### src/rtl/mips_pkg.sv
// Shared MIPS datapath definitions: primary opcodes and the forwarding-tracker
// entry layout used by the hazard logic.
package mips_pkg;

  // Widest register address any instance may use; narrower REG_AW values are
  // zero-extended into fwd_entry_t.dst.
  localparam int unsigned MAX_REG_AW = 8;

  typedef enum logic [5:0] {
    OP_RT   = 6'h00,
    OP_J    = 6'h02,
    OP_JAL  = 6'h03,
    OP_BEQ  = 6'h04,
    OP_ADDI = 6'h08,
    OP_SLTI = 6'h0A,
    OP_LW   = 6'h23,
    OP_SW   = 6'h2B
  } opcode_t;

  // JR is an R-type instruction selected by its funct field.
  localparam logic [5:0] FUNCT_JR = 6'h08;

  typedef struct packed {
    logic                  wr;
    logic                  ld;
    logic [MAX_REG_AW-1:0] dst;
  } fwd_entry_t;

  localparam fwd_entry_t FWD_BUBBLE = '0;

endpackage

### src/rtl/fwd_hazard_unit_if.sv
// ID-stage decoded fields into the hazard unit, forwarding selects and stall out.
interface fwd_hazard_unit_if #(
  parameter int unsigned REG_AW = 5,
  parameter int unsigned STAGES = 2
);
  localparam int unsigned FWD_W = $clog2(STAGES + 1);

  logic              id_valid;
  logic [REG_AW-1:0] id_rs;
  logic [REG_AW-1:0] id_rt;
  logic              id_uses_rs;
  logic              id_uses_rt;
  logic              id_writes;
  logic              id_is_load;
  logic [REG_AW-1:0] id_dst;
  logic              flush;
  logic [FWD_W-1:0]  fwd_a;
  logic [FWD_W-1:0]  fwd_b;
  logic              stall;

  modport master (
    output id_valid, id_rs, id_rt, id_uses_rs, id_uses_rt,
           id_writes, id_is_load, id_dst, flush,
    input  fwd_a, fwd_b, stall
  );

  modport slave (
    input  id_valid, id_rs, id_rt, id_uses_rs, id_uses_rt,
           id_writes, id_is_load, id_dst, flush,
    output fwd_a, fwd_b, stall
  );

endinterface

### src/rtl/fwd_prio_sel.sv
// Priority encoder over tracker hits: lowest (youngest) hitting entry wins.
module fwd_prio_sel #(
  parameter int unsigned STAGES = 2,
  parameter int unsigned FWD_W  = 2,
  parameter int unsigned IDX_W  = 1
) (
  input  logic [STAGES-1:0] hit,
  output logic [FWD_W-1:0]  sel,
  output logic [IDX_W-1:0]  idx,
  output logic              any
);

  always_comb begin
    sel = '0;
    idx = '0;
    any = |hit;
    // Walk oldest to youngest so the youngest hit overwrites last.
    for (int unsigned k = 0; k < STAGES; k++) begin
      if (hit[STAGES-1-k]) begin
        sel = FWD_W'(STAGES - k);
        idx = IDX_W'(STAGES - 1 - k);
      end
    end
  end

endmodule

### src/rtl/fwd_hazard_unit.sv
// Forwarding and load-use hazard unit: tracks the last STAGES destinations and
// drives operand forwarding selects plus a load-use stall for the ID stage.
module fwd_hazard_unit
  import mips_pkg::*;
#(
  parameter int unsigned REG_AW   = 5,
  parameter int unsigned STAGES   = 2,
  parameter int          LOAD_LAT = 1,
  parameter bit          ZERO_HW  = 1'b1
) (
  input  logic                   clk,
  input  logic                   rst,
  fwd_hazard_unit_if.slave       hz
);

  localparam int unsigned FWD_W = $clog2(STAGES + 1);
  localparam int unsigned IDX_W = (STAGES > 1) ? $clog2(STAGES) : 1;

  fwd_entry_t        ent [STAGES];
  logic [STAGES-1:0] hit_a, hit_b;
  logic [FWD_W-1:0]  sel_a, sel_b;
  logic [IDX_W-1:0]  idx_a, idx_b;
  logic              any_a, any_b;
  logic              ld_a, ld_b;
  logic              stall;
  logic              rs_ok, rt_ok;

  assign rs_ok = hz.id_valid && hz.id_uses_rs && !(ZERO_HW && hz.id_rs == '0);
  assign rt_ok = hz.id_valid && hz.id_uses_rt && !(ZERO_HW && hz.id_rt == '0);

  always_comb begin
    hit_a = '0;
    hit_b = '0;
    for (int unsigned k = 0; k < STAGES; k++) begin
      hit_a[k] = rs_ok && ent[k].wr && (ent[k].dst == MAX_REG_AW'(hz.id_rs));
      hit_b[k] = rt_ok && ent[k].wr && (ent[k].dst == MAX_REG_AW'(hz.id_rt));
    end
  end

  fwd_prio_sel #(.STAGES(STAGES), .FWD_W(FWD_W), .IDX_W(IDX_W)) u_sel_a (
    .hit (hit_a),
    .sel (sel_a),
    .idx (idx_a),
    .any (any_a)
  );

  fwd_prio_sel #(.STAGES(STAGES), .FWD_W(FWD_W), .IDX_W(IDX_W)) u_sel_b (
    .hit (hit_b),
    .sel (sel_b),
    .idx (idx_b),
    .any (any_b)
  );

  // Only the winning producer matters: a younger non-load writer shadows a load.
  assign ld_a  = any_a && (int'(idx_a) < LOAD_LAT) && ent[idx_a].ld;
  assign ld_b  = any_b && (int'(idx_b) < LOAD_LAT) && ent[idx_b].ld;
  assign stall = ld_a || ld_b;

  assign hz.stall = stall;
  assign hz.fwd_a = stall ? '0 : sel_a;
  assign hz.fwd_b = stall ? '0 : sel_b;

  always_ff @(posedge clk) begin
    if (rst) begin
      for (int unsigned k = 0; k < STAGES; k++) ent[k] <= FWD_BUBBLE;
    end else begin
      for (int unsigned k = 1; k < STAGES; k++) ent[k] <= ent[k-1];
      if (stall || hz.flush) begin
        ent[0] <= FWD_BUBBLE;
      end else begin
        ent[0].wr  <= hz.id_writes && hz.id_valid;
        ent[0].ld  <= hz.id_is_load && hz.id_valid;
        ent[0].dst <= MAX_REG_AW'(hz.id_dst);
      end
    end
  end

endmodule
### src/flat_wrapper.sv
// flat-port wrapper written by rule: the top's interface ports become plain ports
module fwd_hazard_unit_flat import mips_pkg::*;
#(
  parameter int unsigned REG_AW   = 5,
  parameter int unsigned STAGES   = 2,
  parameter int          LOAD_LAT = 1,
  parameter bit          ZERO_HW  = 1'b1
)
  (clk, rst, hz_id_valid, hz_id_rs, hz_id_rt, hz_id_uses_rs, hz_id_uses_rt, hz_id_writes, hz_id_is_load, hz_id_dst, hz_flush, hz_fwd_a, hz_fwd_b, hz_stall);
  fwd_hazard_unit_if #(.REG_AW(REG_AW), .STAGES(STAGES)) hz_i ();
  input  logic clk;
  input  logic rst;
  input wire logic [$bits(hz_i.id_valid)-1:0] hz_id_valid;
  input wire logic [$bits(hz_i.id_rs)-1:0] hz_id_rs;
  input wire logic [$bits(hz_i.id_rt)-1:0] hz_id_rt;
  input wire logic [$bits(hz_i.id_uses_rs)-1:0] hz_id_uses_rs;
  input wire logic [$bits(hz_i.id_uses_rt)-1:0] hz_id_uses_rt;
  input wire logic [$bits(hz_i.id_writes)-1:0] hz_id_writes;
  input wire logic [$bits(hz_i.id_is_load)-1:0] hz_id_is_load;
  input wire logic [$bits(hz_i.id_dst)-1:0] hz_id_dst;
  input wire logic [$bits(hz_i.flush)-1:0] hz_flush;
  output wire logic [$bits(hz_i.fwd_a)-1:0] hz_fwd_a;
  output wire logic [$bits(hz_i.fwd_b)-1:0] hz_fwd_b;
  output wire logic [$bits(hz_i.stall)-1:0] hz_stall;
  assign hz_i.id_valid = hz_id_valid;
  assign hz_i.id_rs = hz_id_rs;
  assign hz_i.id_rt = hz_id_rt;
  assign hz_i.id_uses_rs = hz_id_uses_rs;
  assign hz_i.id_uses_rt = hz_id_uses_rt;
  assign hz_i.id_writes = hz_id_writes;
  assign hz_i.id_is_load = hz_id_is_load;
  assign hz_i.id_dst = hz_id_dst;
  assign hz_i.flush = hz_flush;
  assign hz_fwd_a = hz_i.fwd_a;
  assign hz_fwd_b = hz_i.fwd_b;
  assign hz_stall = hz_i.stall;
  fwd_hazard_unit #(.REG_AW(REG_AW), .STAGES(STAGES), .LOAD_LAT(LOAD_LAT), .ZERO_HW(ZERO_HW)) u_core (.clk(clk), .rst(rst), .hz(hz_i));
endmodule
### config.mk
export PLATFORM = sky130hd
export DESIGN_NAME = fwd_hazard_unit_flat
export DESIGN_NICKNAME = d
export VERILOG_FILES = /design/src/rtl/mips_pkg.sv /design/src/rtl/fwd_hazard_unit_if.sv /design/src/rtl/fwd_prio_sel.sv /design/src/rtl/fwd_hazard_unit.sv /design/src/flat_wrapper.sv
export SDC_FILE = /design/constraint.sdc
export NUM_CORES = 1
export LEC_CHECK = 0
export CAP_MARGIN = 20
export CORE_MARGIN = 5
export CORE_UTILIZATION = 50
export CTS_BUF_LIST = sky130_fd_sc_hd__clkbuf_8
export CTS_CLUSTER_SIZE = 12
export DETAILED_ROUTE_END_ITERATION = 10
export PLACE_DENSITY = 0.92
export SYNTH_ARGS = -nofsm -noshare
export SYNTH_HDL_FRONTEND = slang
export SYNTH_SLANG_ARGS = --single-unit
### constraint.sdc
create_clock -name clk -period 5.4 [get_ports clk]
set_clock_uncertainty 0.15 [all_clocks]
set_input_delay 0.81 -clock clk [delete_from_list [all_inputs] [get_ports clk]]
set_output_delay 0.81 -clock clk [all_outputs]
set_load 0.005 [all_outputs]
==> impl_results.md <==
- Number of global-route vias before repair: 699
- Maximum clock rate: between 0.2 and 0.25 GHz
- # diodes: 0
- Die H: between 50 and 60 µm
- Clk buf depth: 2
- PwrDens: 204.9 mW/mm²
- FILL cells: 115
- DR iter-0 viols: 11
- H-tree levels: 1
- Total Wirelength: 1815 µm
- CTS tree: yes
- GRT met3 Usage: 0.03846
- Hold Startpoint: u_core.ent[0][9]$_SDFFCE_PN0P_
- Crit path kind: primary input to output port
- Yosys top cell area share: 0.4749
- Full die area: ~0.0026 mm²
- Synthesized cell area: 822.0 µm²
- Top reg by flops: u_core.ent
- Buffers on Ports: 27
- Post-synth EDFFs: 13
- First-pass iteration count of the detailed router: 4
- Post-CTS Setup Bufs: 0
- Rows: 14
- Initial core utilization: 0.5333
- Worst setup EP type: output port
- Top post-synthesis cells by area: edfxtp_1 47%, xnor2_1 13%, xor2_1 8.5%
- Total CTS buffers: 3
- Status: completed
- DR vias: 690
- Post-Synthesis Cells: 72
- Largest net degree at the start of global routing: 9
- Sequential cell area fraction in the yosys report: 0.4749
- Maxcap violations: 0
- Synthesized flop and latch total: 13
- Fin. max-slew vios: 0
- Regs by FF count: u_core.ent x13
- Core area: 0.001541 mm²
- Root Driver: clkbuf_8
- Cts-stage hold buffer count: 0
- M2 GR Usage: 0.2562
- Dominant cell type by area after synthesis: edfxtp_1
- Synth async-reset ratio: 0
- Vias per std cell: 5.267
- Tcrit/Tclk final: 0.7558
- CP Max Fanout: 3
- Number of flip-flops under the largest register name: 13
- CP arrival: between 3000 and 4000 ps
- Startpoint Class: primary input
- Nets: 139
- Final Hold Violating Endpoints: 0
- Commonest register cell after synthesis: edfxtp_1
- Class of the worst hold path: flop to flop
- Clock Latency Late Sink: about 230 ps
- Post-CTS Resized: 0
- RSZ-0062 raised after global routing: no
- Number of remaining DRC errors: 0
- Routed Antenna Nets: 0
- Initial antenna violation count: 0
- Boundary pin count: 28
- Setup TNS: 0 ps
- HPWL after DPL: 1558 µm
- GRT Overall Usage: 0.1528
- Post-synth cell types: 19
- Placer Congestion: 0.8663
- Clock transition at path regs: around 50 ps
- Yosys warns: 0
- First-pass GRT wire length: 2918 µm
- Maximum VDD drop: around 0.2 mV
- LEAKAGE: between 0.0004 and 0.0005 µW
- Grt ovf: 0
- Synthesis-to-finish area growth: 46.27%
- Crit path required time: 4440 ps
- Clock sink count: 13
- Routed WL per cell: 13.85 µm
- Met1 global-route usage: 0.1580
- Crit path from: hz_id_rs[2]
- Share of cells above drive strength 1: 0.06957
- Busiest metal layer after global routing: met2
- Synth top cells by count: 13 x edfxtp_1, 12 x xnor2_1, 8 x xor2_1
- Total chip power: 246.4 µW
- Final Critical Period: 4081 ps
- Most frequent cell after synthesis: edfxtp_1
- Chip width: about 51 µm
- Syn Area/Cell: 11.42 µm²
- Final Setup Violations: 0
- R2R Path Start: u_core.ent[0][2]$_SDFFCE_PN0P_
## placed cells by master, fill, tap and decap left out, types with 3 or more instances in the layout
cell             synthesis  routed
clkdlybuf4s50_1          0      27
edfxtp_1                13      13
conb_1                   1      13
xnor2_1                 12      12
xor2_1                   8       8
nor2_1                   6       6
nor2b_1                  6       6
nand2_1                  5       5
nand4_1                  4       4
nor4_1                   4       4
clkbuf_8                 0       3
## critical path: stages
cell	delay (ps)
clkdlybuf4s50_1	480
or4_1	560
o21ai_2	190
nor3_1	120
a2111oi_1	390
clkdlybuf4s50_1	570
## stage by stage
step | hold slack (ps) | utilization | setup slack, ps | std cells | instance area, µm²
floorplan | 409.4 | - | 2406 | 84 | 867.1
global placement | 445.9 | 0.7508 | 1323 | 127 | 1157
detailed placement | 459.9 | 0.7508 | 1336 | 127 | 1157
CTS | 473.4 | 0.7800 | 1323 | 131 | 1202
global route | 498.8 | 0.7800 | 1272 | 131 | 1202
finish | 468.1 | 0.7800 | 1319 | 131 | 1202
## area by class of cell
cell class                      instances  area, µm²  area share
Multi-Input combinational cell         71      476.7      0.3965
Timing Repair Buffer                   27      270.3      0.2248
Clock inverter                          1      3.754    0.003122
Clock buffer                            3      41.29     0.03434
Sequential cell                        13      390.4      0.3247
Tap cell                               16      20.02     0.01665
## kinds of logic (layout without fill, tap and decap cells)
logic type,count (synthesis),in the layout,synth area share
buf+inv,0,31,0
simple gates,33,33,0.2344
xor+xnor,20,20,0.2131
flops,13,13,0.4749
compound gates,5,5,0.07306
other cells,1,13,0.004562
## power by group
group / leakage, µW / switching (µW) / internal (µW) / total (µW)
clock: 0.0000269 / 29.2 / 49.8 / 79.0
combinational: 0.000275 / 18.5 / 26.2 / 44.7
sequential: 0.000133 / 4.86 / 118 / 123
## worst paths after layout
kind	endpoint	slack [ps]	cells past startpoint
worst min register to register	u_core.ent[1][9]$_SDFFCE_PN0P_	470	1
worst min-delay path	u_core.ent[1][9]$_SDFFCE_PN0P_	470	1
worst max-delay path	hz_fwd_b[1]	1320	6
worst max register to register	u_core.ent[0][8]$_SDFFCE_PN0P_	3340	5
## routing by layer
metal | vias up | share of wire | wire length [µm]
li1 | 338 | - | -
met1 | 305 | 0.39 | 715
met2 | 37 | 0.46 | 829
met3 | 10 | 0.099 | 180
met4 | 0 | 0.049 | 89
met5 | - | 0 | 0
No activity file was read; power rests on OpenSTA's default activity.
